### config.mk
export PLATFORM = sky130hd
export DESIGN_NAME = fetch_queue
export DESIGN_NICKNAME = d
export VERILOG_FILES = /design/src/rtl/fetch_queue_pkg.sv /design/src/rtl/fetch_queue_fq_storage.sv /design/src/rtl/fetch_queue.sv
export SDC_FILE = /design/constraint.sdc
export NUM_CORES = 1
export LEC_CHECK = 0
export CORE_MARGIN = 8
export CORE_UTILIZATION = 49
export DETAILED_ROUTE_END_ITERATION = 16
export GPL_ROUTABILITY_DRIVEN = 0
export PLACE_DENSITY = 0.76
export SLEW_MARGIN = 10
export SYNTH_ARGS = -nofsm -noshare
export SYNTH_HDL_FRONTEND = slang
export SYNTH_HIERARCHICAL = 1
export SYNTH_SLANG_ARGS = --single-unit
export TNS_END_PERCENT = 30
### constraint.sdc
create_clock -name clk -period 7.6 [get_ports clk]
set_input_delay 1.9 -clock clk [delete_from_list [all_inputs] [get_ports clk]]
set_output_delay 1.9 -clock clk [all_outputs]
set_load 0.01 [all_outputs]
### src/rtl/fetch_queue_pkg.sv
// Shared constants for the instruction fetch queue: NOP encoding and fetch FSM state codes.
package fetch_queue_pkg;

  localparam logic [31:0] NOP_INSTR = 32'h00000013;

  localparam logic [0:0] ST_FETCH   = 1'b0;
  localparam logic [0:0] ST_DISCARD = 1'b1;

endpackage

### src/rtl/fetch_queue_fq_storage.sv
// Entry storage for the fetch queue: DEPTH registers of {instruction, pc}, one write and one read port.
module fq_storage #(
  parameter int XLEN  = 32,
  parameter int DEPTH = 4,
  localparam int PTR_W = $clog2(DEPTH)
) (
  input  logic              clk,
  input  logic              we,
  input  logic [PTR_W-1:0]  waddr,
  input  logic [2*XLEN-1:0] wdata,
  input  logic [PTR_W-1:0]  raddr,
  output logic [2*XLEN-1:0] rdata
);

  logic [2*XLEN-1:0] mem [DEPTH];

  always_ff @(posedge clk) begin
    if (we) begin
      mem[waddr] <= wdata;
    end
  end

  assign rdata = mem[raddr];

endmodule

### src/rtl/fetch_queue.sv
// Instruction fetch queue: issues sequential reads, buffers returned instructions for decode,
// and restarts on redirect, discarding any stale in-flight response.
module fetch_queue
  import fetch_queue_pkg::*;
#(
  parameter int          XLEN     = 32,
  parameter int          DEPTH    = 4,
  parameter logic [XLEN-1:0] RESET_PC = '0,
  localparam int         PTR_W    = $clog2(DEPTH),
  localparam int         CNT_W    = PTR_W + 1
) (
  input  logic             clk,
  input  logic             reset,
  output logic [XLEN-1:0]  i_address,
  output logic             i_read,
  input  logic [XLEN-1:0]  i_instruction,
  input  logic             i_busywait,
  input  logic             redirect,
  input  logic [XLEN-1:0]  redirect_pc,
  output logic             d_valid,
  input  logic             d_ready,
  output logic [XLEN-1:0]  d_instruction,
  output logic [XLEN-1:0]  d_pc,
  output logic [XLEN-1:0]  d_pc_4,
  output logic [CNT_W-1:0] count
);

  logic [0:0]        state;
  logic [XLEN-1:0]   fetch_pc;
  logic [XLEN-1:0]   target;
  logic [PTR_W-1:0]  rd_ptr;
  logic [PTR_W-1:0]  wr_ptr;
  logic [2*XLEN-1:0] head;
  logic              complete;
  logic              push;
  logic              pop;

  // DISCARD keeps the stale request asserted until memory finishes it.
  assign i_read    = (state == ST_DISCARD) || (count < CNT_W'(DEPTH));
  assign i_address = fetch_pc;
  assign complete  = i_read && !i_busywait;
  assign push      = (state == ST_FETCH) && complete && !redirect;
  assign pop       = d_valid && d_ready && !redirect;

  fq_storage #(
    .XLEN  (XLEN),
    .DEPTH (DEPTH)
  ) u_storage (
    .clk   (clk),
    .we    (push),
    .waddr (wr_ptr),
    .wdata ({i_instruction, fetch_pc}),
    .raddr (rd_ptr),
    .rdata (head)
  );

  always_ff @(posedge clk) begin
    if (reset) begin
      state    <= ST_FETCH;
      fetch_pc <= RESET_PC;
      target   <= '0;
      rd_ptr   <= '0;
      wr_ptr   <= '0;
      count    <= '0;
    end else if (redirect) begin
      rd_ptr <= '0;
      wr_ptr <= '0;
      count  <= '0;
      target <= redirect_pc;
      // A still-busy access must finish at its original address before we restart.
      if (i_read && i_busywait) begin
        state <= ST_DISCARD;
      end else begin
        state    <= ST_FETCH;
        fetch_pc <= redirect_pc;
      end
    end else begin
      if (state == ST_DISCARD && complete) begin
        state    <= ST_FETCH;
        fetch_pc <= target;
      end
      if (push) begin
        wr_ptr   <= wr_ptr + PTR_W'(1);
        fetch_pc <= fetch_pc + XLEN'(4);
      end
      if (pop) begin
        rd_ptr <= rd_ptr + PTR_W'(1);
      end
      if (push && !pop) begin
        count <= count + CNT_W'(1);
      end else if (pop && !push) begin
        count <= count - CNT_W'(1);
      end
    end
  end

  assign d_valid       = (count != '0);
  assign d_instruction = d_valid ? head[2*XLEN-1:XLEN] : XLEN'(NOP_INSTR);
  assign d_pc          = d_valid ? head[XLEN-1:0] : '0;
  assign d_pc_4        = d_pc + XLEN'(4);

endmodule

==> qor.csv, run 1 <==
metric,value,unit
hold_depth,2,
antenna_found_initial,0,
arrival,4.24,ns
ys_types,71,
drv_cap,0,
worstPathMaxFanout,65,
cts_resized,0,
nets,1242,
num_antenna_cells,0,
final-hold-violation-count,0,
synth_edf_count,256,
synthesis.instances,973,
dr_wl_met3,2860,um
wl,33900,um
drc,0,
initial_core_util,49.5,%
holdWs,0.481,ns
grt.total_usage,19.4,%
layout_setup_ws,1.46,ns
overflow,0,
final.setup_skew,0.0141,ns
reg2reg_depth,5,
post-cts-setup-buffers,0,
maxUsedRoutingLayer,met4,
clk_pin_slew,0.06,ns
clock-sinks,328,
netlist_area,14200,um^2
hp-class,flip-flop to flip-flop,
core_region_area,28600,um^2
dp_slack,1.98,ns
grt_pass1_vias,8947,
wl_met2,15700,um
slew_viol_final,0,
min_from,target[4],
vdd_drop_max,152,uV
viasPerCell,5.77,
wire_per_inst,21.5,um
worstMarginPinSlew,1.09,ns
drtPass1Iterations,5,
die-area,34600,um^2
rsz0062_at_grt,no,
design_area,17400,um^2
avgSynthCellArea,14.6,um^2
async_reset_ff_share,0,%
cts_root_buffer,clkbuf_16,
relSlewSlack,27.0,%
clk_latency,0.51,ns
fin_crit,6.14,ns
utilization,60.9,%
path_class,flip-flop to output pin,
synth_seq_cells,328,
die_x,186,um
crit_chain,"mux4_2, nand4_1, nor4_1, nand4_1, nor4_1, xor2_1, clkdlybuf4s50_1",
p_per_area,228,nW/um^2
p_leak,0.00589,uW
drive_gt1_share,11.6,%
m1WireLength,14600,um
grt_max_degree,72,
synth_ff_type,edfxtp_1,
finalCritPeriodShare,80.7,%
end_kind,output pin,
slowest_delay,0.97,ns
htree_levels,2,
rows,62,
r2r-end,u_storage/mem[0][57],
hpwl,22600,um
cp-start-kind,flip-flop,
hold_buffers,0,
dpl_cell_area,16400,um^2
antenna_left,0,
r2r_setup_slack,4.19,ns
tritoncts,done,
status,completed,
cts_made_buffers,34,
io_pins,202,
ys_seq_area_share,64.4,%
num_vias,9100,
die_y,186,um
synth_fp_nets,1046,
crit_required,5.70,ns
drtIter0Drc,838,
fmax,163,MHz
critPathTopFamily,simple AND/OR/NAND/NOR gates,
fin_tns_setup,0,ns
grt_pass1_wl,51900,um
path_buf_inv,1,
portBuffers,201,
critPathSlowestCell,dfxtp_4,
yosys_warnings,6,
setup_viol,0,
rr_startpoint,state,
n_fill_cell,2095,
holdPathEnd,target[4],
clk_path_buf_depth,3,
area_delta_synth_final,22.9,%
==> cell usage after synthesis, types with 3 or more instances <==
library cell / count / area share, %
buf_12: 6 / 0.85
xor2_1: 28 / 1.7
inv_1: 25 / 0.66
a221o_1: 5 / 0.35
and4_1: 3 / 0.19
a21oi_1: 37 / 1.3
and2_1: 55 / 2.4
o211ai_1: 3 / 0.16
nor3_1: 25 / 0.88
nor2_1: 72 / 1.9
or4_1: 3 / 0.16
a2bb2oi_1: 5 / 0.31
a221oi_1: 6 / 0.37
nand3_1: 31 / 1.1
xnor2_1: 11 / 0.68
dfxtp_1: 72 / 10
nor3b_1: 4 / 0.21
buf_1: 4 / 0.11
nor4_1: 9 / 0.40
buf_2: 12 / 0.42
nand4_1: 12 / 0.53
clkbuf_1: 23 / 0.61
nand3b_1: 4 / 0.21
ha_1: 3 / 0.26
a22oi_1: 4 / 0.21
a211oi_1: 6 / 0.32
edfxtp_1: 256 / 54
o31ai_1: 3 / 0.16
a31oi_1: 5 / 0.22
a21boi_0: 3 / 0.16
o21ai_0: 35 / 1.2
mux4_2: 60 / 9.5
mux4_1: 4 / 0.74
mux2i_1: 35 / 2.5
and3_1: 13 / 0.57
nand2b_1: 6 / 0.26
clkbuf_8: 3 / 0.29
nand2_1: 43 / 1.1
==> worst max path at each step <==
stage / to / start / slack [ns] / cells after the start
finish: d_pc_4[31] / rd_ptr[1] / 1.46 / 7
detailed placement: d_pc_4[31] / rd_ptr[1] / 1.98 / 7
global route: d_pc_4[23] / rd_ptr[0] / 1.16 / 7
CTS: d_pc_4[31] / rd_ptr[1] / 1.43 / 7
floorplan: u_storage/mem[0][0] / i_busywait / 1.92 / 6
global placement: d_pc_4[31] / rd_ptr[1] / 2.00 / 7
==> per-layer routing <==
layer  vias up  global-route usage (%)
li1       4144                       -
met1      4523                    26.9
met2       389                    30.5
met3        44                    4.20
met4         0                    5.94
met5         -                       0
==> cell usage in the layout (no fill, tap or decap), types with 9 or more instances in the layout <==
master           netlist  layout
nand4_1               12      12
nand3_1               31      31
mux4_2                60      60
clkinv_1               1       9
edfxtp_1             256     256
nor2_1                72      72
nand2_1               43      43
a21oi_1               37      37
clkbuf_16              0      34
nor3_1                25      25
dfxtp_1               72      70
nor4_1                 9       9
and3_1                13      12
xnor2_1               11      11
mux2i_1               35      35
xor2_1                28      28
clkdlybuf4s50_1        0     199
and2_1                55      55
buf_4                  2      12
inv_1                 25      24
clkinv_2               0       9
o21ai_0               35      35
==> flip-flops by register name (all words and copies together) (netlist names) <==
signal and count:
count 3, i_address 32, rd_ptr 2, state 1, target 32, u_storage/mem 256
wr_ptr 2
==> power breakdown <==
part	switching, uW	internal (uW)	total [uW]
Sequential	57.7	1990	2050
Combinational	197	200	398
Clock	665	862	1530
==> cells by family (layout without fill, tap and decap cells) <==
group	after synthesis	count (layout)	share of synthesized area (%)
AOI/OAI and AO/OA	129	129	5.88
xor gates and xnor gates	39	39	2.41
adders and majority gates	4	4	0.406
buffers and inverters	80	301	3.35
DFF	328	328	64.4
muxes	99	99	12.7
and+or+nand+nor	294	294	10.8
==> tightest hold or removal path, stage by stage (launching register included) <==
cell      delay [ns]
dfxtp_1         0.31
nand2b_1        0.06
a21oi_1         0.06
==> cell type report <==
type                       count  area, um^2  area share (%)
timing repair buffer         213        2090            12.0
clock inverter                22         150           0.862
sequential                   328        9140            52.4
multi-input combinational    565        4600            26.4
clock buffer                  39         870            4.99
tap                          384         480            2.76
inverter                      27         101           0.582
==> per-stage QoR <==
stage | cells | total power (uW)
after floorplan | 973 | 2270
after global placement | 1517 | 2480
after detailed placement | 1517 | 2480
after CTS | 1578 | 4000
after global routing | 1578 | 4110
final | 1578 | 3970
No activity file was read; power rests on OpenSTA's default activity.
==> run 2, diff against run 1 <==
Settings changed: CORE_UTILIZATION 49 to 55, PLACE_DENSITY 0.76 to 0.8.
Clock period 7.6 ns to 6.4 ns, I/O delays scaled along.
==> qor.csv, run 2 (synthesis results as in run 1) <==
metric,value,unit
die-area,31200,um^2
tritoncts,done,
drc,0,
clk_path_buf_depth,3,
initial_core_util,56.1,%
cts_root_buffer,clkbuf_16,
post-cts-setup-buffers,0,
worstPathMaxFanout,41,
rsz0062_at_grt,no,
setup_viol,0,
worstMarginPinSlew,1.15,ns
drive_gt1_share,11.5,%
antenna_found_initial,1,
core_region_area,25300,um^2
fin_crit,5.74,ns
dp_slack,1.30,ns
area_delta_synth_final,22.5,%
layout_commonest_cell,edfxtp_1,
top_register,u_storage/mem,
grt_max_degree,72,
r2r_setup_slack,3.03,ns
die_y,177,um
crit_required,4.80,ns
die_x,177,um
clk_pin_slew,0.06,ns
wl,34500,um
rr_startpoint,state,
hold_buffers,0,
fin_tns_setup,0,ns
drtIter0Drc,1056,
min_from,target[4],
rows,58,
num_antenna_cells,0,
cts_made_buffers,31,
clock-sinks,328,
antenna_left,0,
arrival,4.14,ns
clk_latency,0.55,ns
holdWs,0.474,ns
drtPass1Iterations,5,
dpl_cell_area,16400,um^2
portBuffers,201,
io_pins,202,
vdd_drop_max,219,uV
num_vias,9277,
p_leak,0.00589,uW
startpoint,rd_ptr[1],
nets,1241,
overflow,0,
final.setup_skew,0.0101,ns
cp-start-kind,flip-flop,
drv_cap,0,
viasPerCell,6.10,
wire_per_inst,22.7,um
design_area,17400,um^2
cts_resized,0,
hpwl,22200,um
finalCritPeriodShare,89.7,%
status,completed,
end_kind,output pin,
layout_setup_ws,0.659,ns
slew_viol_final,0,
path_class,flip-flop to output pin,
final_cell_mix,"edfxtp_1 (256), clkdlybuf4s50_1 (200), nor2_1 (72), dfxtp_1 (70), mux4_2 (60)",
grt_pass1_wl,52500,um
htree_levels,1,
fmax,174,MHz
largest_reg_flops,256,
relSlewSlack,23.3,%
p_per_area,270,nW/um^2
grt_pass1_vias,9198,
grt.total_usage,21.4,%
final-hold-violation-count,0,
hp-class,flip-flop to flip-flop,
## run 2: cell types whose count changed in the layout (fill, tap and decap cells not counted), moves of 2 or more
cell       previous run  this run
bufinv_16             1         3
inv_6                 2         0
clkbuf_16            34        31
clkbuf_8              0         3
clkinv_2              9         5
## run 2: worst paths after layout
kind                     end  cells after the start
setup / recovery  d_pc_4[27]                      7
hold / removal     target[4]                      2
hold reg to reg    target[4]                      2
setup reg to reg    count[2]                      9
## run 2: metal layers
layer | GRT usage, % | routed length, um
met2 | 33.9 | 16200
met3 | 4.81 | 3250
met4 | 7.43 | 1040
met5 | 0 | 13
met1 | 28.8 | 14000
## run 2: area by class of cell
type	count	area, um^2
Clock buffer	39	836
Clock inverter	17	159
Fill cell	1689	7880
Inverter	27	101
Multi-Input combinational cell	565	4600
Sequential cell	328	9140
Tap cell	330	413
Timing Repair Buffer	215	2120
## run 2: power by group
| part | internal (uW) | leakage [uW] | total, uW | switching (uW) |
|---|---|---|---|---|
| Combinational | 239 | 0.00243 | 477 | 238 |
| Clock | 1040 | 0.000485 | 1790 | 752 |
| Sequential | 2360 | 0.00297 | 2430 | 67.7 |
| Total | 3640 | 0.00589 | 4700 | 1060 |
## run 2: worst max-delay path: stages (launching register included)
cell and delay, ns:
dfxtp_4 0.77, mux4_2 0.38, nand4_1 0.21, nor4_1 0.36, nand4_1 0.59, nor3_1 0.47
xor2_1 0.21, clkdlybuf4s50_1 0.58
## run 2: stage by stage
step,cells,power [uW],utilization [%]
final,1521,4700,68.8
after detailed placement,1465,2950,64.8
after CTS,1521,4720,68.8
after global routing,1521,4840,68.8
after floorplan,973,2690,-
after global placement,1465,2930,64.8
